[src/rtl/button_event_decoder.sv]
// Converts a debounced button level into registered one-cycle event pulses:
// press, release, short press, long press and double click.
module button_event_decoder #(
  parameter int unsigned LONG_PRESS_LIMIT = 12_500_000,
  parameter int unsigned DOUBLE_CLICK_GAP = 5_000_000
) (
  input  logic i_Clk,
  input  logic i_Rst,
  input  logic i_Debounced,
  output logic o_Pressed,
  output logic o_Press_Pulse,
  output logic o_Release_Pulse,
  output logic o_Short_Press,
  output logic o_Long_Press,
  output logic o_Double_Click
);

  localparam int unsigned MAX_LIMIT =
    (LONG_PRESS_LIMIT > DOUBLE_CLICK_GAP) ? LONG_PRESS_LIMIT : DOUBLE_CLICK_GAP;
  localparam int unsigned CW = $clog2(MAX_LIMIT + 1);

  localparam logic [CW-1:0] LONG_LAST = CW'(LONG_PRESS_LIMIT - 1);
  localparam logic [CW-1:0] GAP_LAST  = CW'(DOUBLE_CLICK_GAP - 1);

  localparam logic [2:0] ST_IDLE        = 3'd0;
  localparam logic [2:0] ST_PRESSED     = 3'd1;
  localparam logic [2:0] ST_LONG_HELD   = 3'd2;
  localparam logic [2:0] ST_WAIT_GAP    = 3'd3;
  localparam logic [2:0] ST_SECOND_HELD = 3'd4;

  logic [2:0]    state_q, state_d;
  logic [CW-1:0] count_q, count_d;
  logic          prev_q;
  logic          press_pulse_q, release_pulse_q;
  logic          short_q, short_d;
  logic          long_q, long_d;
  logic          dbl_q, dbl_d;
  logic          rise, fall;

  assign rise = i_Debounced & ~prev_q;
  assign fall = ~i_Debounced & prev_q;

  // The counter only advances in the two timed states; every exit clears it,
  // so each state entry starts from zero.
  always_comb begin
    state_d = state_q;
    count_d = count_q;
    short_d = 1'b0;
    long_d  = 1'b0;
    dbl_d   = 1'b0;
    case (state_q)
      ST_IDLE: begin
        count_d = '0;
        if (rise) state_d = ST_PRESSED;
      end
      ST_PRESSED: begin
        if (fall) begin
          state_d = ST_WAIT_GAP;
          count_d = '0;
        end else if (count_q == LONG_LAST) begin
          state_d = ST_LONG_HELD;
          count_d = '0;
          long_d  = 1'b1;
        end else begin
          count_d = count_q + 1'b1;
        end
      end
      ST_LONG_HELD: begin
        count_d = '0;
        if (fall) state_d = ST_IDLE;
      end
      ST_WAIT_GAP: begin
        if (rise) begin
          state_d = ST_SECOND_HELD;
          count_d = '0;
          dbl_d   = 1'b1;
        end else if (count_q == GAP_LAST) begin
          state_d = ST_IDLE;
          count_d = '0;
          short_d = 1'b1;
        end else begin
          count_d = count_q + 1'b1;
        end
      end
      ST_SECOND_HELD: begin
        count_d = '0;
        if (fall) state_d = ST_IDLE;
      end
      default: begin
        state_d = ST_IDLE;
        count_d = '0;
      end
    endcase
  end

  always_ff @(posedge i_Clk or posedge i_Rst) begin
    if (i_Rst) begin
      state_q         <= ST_IDLE;
      count_q         <= '0;
      prev_q          <= 1'b0;
      press_pulse_q   <= 1'b0;
      release_pulse_q <= 1'b0;
      short_q         <= 1'b0;
      long_q          <= 1'b0;
      dbl_q           <= 1'b0;
    end else begin
      state_q         <= state_d;
      count_q         <= count_d;
      prev_q          <= i_Debounced;
      press_pulse_q   <= rise;
      release_pulse_q <= fall;
      short_q         <= short_d;
      long_q          <= long_d;
      dbl_q           <= dbl_d;
    end
  end

  assign o_Pressed       = prev_q;
  assign o_Press_Pulse   = press_pulse_q;
  assign o_Release_Pulse = release_pulse_q;
  assign o_Short_Press   = short_q;
  assign o_Long_Press    = long_q;
  assign o_Double_Click  = dbl_q;

endmodule

[config.mk]
export PLATFORM = sky130hd
export DESIGN_NAME = button_event_decoder
export DESIGN_NICKNAME = d
export VERILOG_FILES = /design/src/rtl/button_event_decoder.sv
export SDC_FILE = /design/constraint.sdc
export NUM_CORES = 1
export LEC_CHECK = 0
export ABC_AREA = 1
export CELL_PAD_IN_SITES_DETAIL_PLACEMENT = 0
export CELL_PAD_IN_SITES_GLOBAL_PLACEMENT = 1
export CORE_AREA = 2 2 65 67
export CTS_CLUSTER_SIZE = 28
export DETAILED_ROUTE_END_ITERATION = 8
export DIE_AREA = 0 0 67 69
export PLACE_DENSITY_LB_ADDON = 0.25
export RECOVER_POWER = 50
export SLEW_MARGIN = 40
export SYNTH_ARGS = -nofsm -noshare
export SYNTH_HDL_FRONTEND = slang
export SYNTH_SLANG_ARGS = --single-unit
[constraint.sdc]
create_clock -name i_Clk -period 3.64 [get_ports i_Clk]
set_clock_uncertainty 0.2 [all_clocks]
set_input_delay 0.546 -clock i_Clk [delete_from_list [all_inputs] [get_ports i_Clk]]
set_output_delay 0.546 -clock i_Clk [all_outputs]
set_load 0.005 [all_outputs]
==> impl_results.md <==
* Core Box Area at approximately 0.0039 mm2
* Cell class contributing the biggest share of worst-path delay: buffers and inverters
* Fraction of layout cells with a size suffix above 1 at 0.0763
* Worst slack, placed at roughly 1.3 ns
* Instance count of the mapped netlist at 237
* I/O pin count at 9
* Total number of H-tree levels at 2
* Largest net degree at the start of global routing at 34
* Clock-pin slew of the registers on the worst-case setup and hold paths at 0.06 ns
* Final setup violation count at 0
* Number of vias per cell after detailed routing at roughly 4.8
* Shortest clock period the worst path allows after layout at roughly 2.4 ns
* Iter 0 DRT Violations at 132
* Total of warnings raised by yosys at 0
* Number of enable-type register cells in the synthesized netlist at 0
* Number of placement rows at 23
* Final Routed Wirelength at approximately 3600 um
* Start-to-end type of the worst setup path: primary input to asynchronous set/reset pin
* Die Span Y at just under 70 um
* CTS tree: yes
* Via total after detailed routing at between 1,000 and 1,500
* Post-route ant nets at 0
* Startpoint type of the worst setup path: primary input
* Violations in the final reports: max-capacitance violations, max-slew violations
* # diodes at 0
* Number of max-slew violations in the final report at 34
* Count of buffer and inverter cells on the critical path at 3
* Final total negative setup slack at 0 ns
* Part of the cycle the worst path needs at 0.661
* Floorplan die width at about 67 um
* Post-synthesis sequential area ratio at 0.463
* CTS sink cnt at 33
* Unrepaired setup endpoints after global routing: false
* Most frequently used flop master after synthesis: sky130_fd_sc_hd__dfrtp_1
* Gpl congestion at 0.885
* Number of global-route vias before repair at ~1,300
* Transition time at the pin with the least slew margin at approximately 1.8 ns
* Final count of hold timing violations at 0
* Syn Std Cell Area at around 0.0018 mm2
* CTS root buffer: sky130_fd_sc_hd__clkbuf_8
* Worst min-delay path class: register to register
* Power density over the cells at 457 mW/mm2
* Per-cell routed wire length at 12.2 um
* Cell taking the most area after synthesis: sky130_fd_sc_hd__dfrtp_1
* Overall die area at roughly 0.0046 mm2
* Post-synth net total at approximately 240
* Flop and latch count out of synthesis at 33
* Clock latency of the later-clocked register in the worst-skew pair at approximately 0.28 ns
* Cell leakage power at 0.939 nW
* Peak fanout along the critical path at 33
* Number of distinct standard cells referenced by the synthesized netlist at 23
* Number of search-and-repair iterations in the first detailed-routing pass at 4
* CP endpoint kind: asynchronous set/reset pin
* Ordered cell list for the critical path: clkdlybuf4s50_1 > inv_1 > clkbuf_1
* Peak supply drop at between 0.0003 and 0.0004 V
* Global-route wire length before repair at approximately 6400 um
* Clock Path Buffers at 2
* Data required time at the worst endpoint at ~3.5 ns
* Maximum clock frequency at a little over 400 MHz
* Mean instance size in the synthesized netlist at approximately 7.5 um2
* Initial antenna violation count at 0
* Hold_buf cts at 0
* Starting Density at 0.456
* Worst rel slew slack at -0.176
* Synthesis-to-layout area growth at 11.8%
* Number of maximum-capacitance constraint violations at 1
* Slowest stage delay, CP at ~1.3 ns
* Combined global-route utilization of all metal layers at 0.182
* Final WS setup at roughly 1.2 ns
* Leading cell type by number of instances after synthesis: sky130_fd_sc_hd__nor2_1
* Total Nets Final at approximately 250
* Post CTS Setup Buffer Count at 0
* Post-synth top cells: sky130_fd_sc_hd__nor2_1 (63), sky130_fd_sc_hd__nand2_1 (48), sky130_fd_sc_hd__dfrtp_1 (33)
* Number of gates resized after CTS at 0
* Highest-delay cell along the critical path: sky130_fd_sc_hd__clkbuf_1
* Clock buffer count from CTS at 5
* CP Data Arrival Time at 2.26 ns
* Run status: complete, but fails checks
* Sum of net half-perimeters after detailed placement at 2730 um
* Share of the synthesized area in the top cell type at 0.463
* Synth async-reset ratio at 1.00
* Top area cells in the synthesized netlist: sky130_fd_sc_hd__dfrtp_1 (46%), sky130_fd_sc_hd__nor2_1 (13%), sky130_fd_sc_hd__nand2_1 (10%), sky130_fd_sc_hd__inv_1 (5.7%), sky130_fd_sc_hd__nand3_1 (3.9%)
* DRC errors left at 0
* Port Buf Inserts at 8
* Grt ovf at 0
[cells in the final DEF (no fill, tap or decap), types with 2 or more instances in the layout]
cell and n:
sky130_fd_sc_hd__inv_2 2, sky130_fd_sc_hd__nand3_1 14, sky130_fd_sc_hd__nand2_1 48, sky130_fd_sc_hd__clkbuf_8 7
sky130_fd_sc_hd__clkdlybuf4s50_1 7, sky130_fd_sc_hd__nor2_1 63, sky130_fd_sc_hd__dfrtp_1 33, sky130_fd_sc_hd__nor3_1 4
sky130_fd_sc_hd__inv_1 27, sky130_fd_sc_hd__nand4_1 8, sky130_fd_sc_hd__nand2_2 5, sky130_fd_sc_hd__xnor2_1 8
sky130_fd_sc_hd__nor2_2 3, sky130_fd_sc_hd__xor2_1 8
[stage by stage]
stage	total power, mW	instance area (um2)	util	hold slack (ns)	cells
2_1_floorplan	0.598	1790	-	0.229	237
5_1_grt	0.977	2000	0.510	0.292	299
6_report	0.912	2000	0.510	0.267	299
3_5_place_dp	0.620	1900	0.485	0.259	291
4_1_cts	0.923	2000	0.511	0.268	299
3_3_place_gp	0.617	1900	0.485	0.252	291
[area by class of cell]
cell class,count,area [um2]
Clock buffer,7,96.3
Sequential cell,33,826
Multi-Input combinational cell,170,813
Clock inverter,1,5.00
Timing Repair Buffer,9,83.8
Fill cell,432,1920
Inverter,29,109
Tap cell,50,62.6
[worst reg2reg max path: stages, from the launching register on]
cell,delay [ns]
sky130_fd_sc_hd__dfrtp_1,0.37
sky130_fd_sc_hd__ha_1,0.19
sky130_fd_sc_hd__nand2_1,0.08
sky130_fd_sc_hd__inv_1,0.10
sky130_fd_sc_hd__nand2_1,0.09
sky130_fd_sc_hd__nor2_1,0.12
sky130_fd_sc_hd__nand3_1,0.11
sky130_fd_sc_hd__nand2_1,0.13
sky130_fd_sc_hd__nand2_2,0.11
sky130_fd_sc_hd__inv_2,0.30
sky130_fd_sc_hd__nor2_1,0.11
[per-layer routing]
metal  routed length, um  vias up  GRT usage
met5                   0        -          0
met4                  51        0     0.0476
met3                 180        5     0.0489
li1                    -      750          -
met1                1810      639      0.275
met2                1600       30      0.255
[where the power goes]
part | leakage, nW | switching, mW | internal [mW]
clock network | 0.0542 | 0.130 | 0.171
registers | 0.451 | 0.0208 | 0.395
logic | 0.433 | 0.138 | 0.0571
total | 0.939 | 0.289 | 0.623
[final timing paths]
kind                        startpoint           to  slack (ns)  depth (start not counted)
hold / removal              count_q[0]   count_q[0]        0.27                          1
setup / recovery                 i_Rst  count_q[12]        1.24                          3
setup reg to reg            count_q[0]  count_q[17]        1.60                         10
hold reg to reg             count_q[0]   count_q[0]        0.27                          1
min in group asynchronous        i_Rst  count_q[20]        0.98                          3
max in group i_Clk         i_Debounced  count_q[17]        1.50                          7
[registers in the layout, summed over array words and instances, names as in the netlist]
| name | cells |
|---|---|
| o_Double_Click | 1 |
| count_q | 24 |
| o_Short_Press | 1 |
| o_Press_Pulse | 1 |
| o_Long_Press | 1 |
| o_Pressed | 1 |
| state_q | 3 |
| o_Release_Pulse | 1 |
[cell families after synthesis]
group	synth area share
AOI/OAI and AO/OA	0.0203
xor gates and xnor gates	0.0785
buffers and inverters	0.0820
and+or+nand+nor	0.350
adders and majority gates	0.00701
DFF	0.463
No activity file was read; power rests on OpenSTA's default activity.
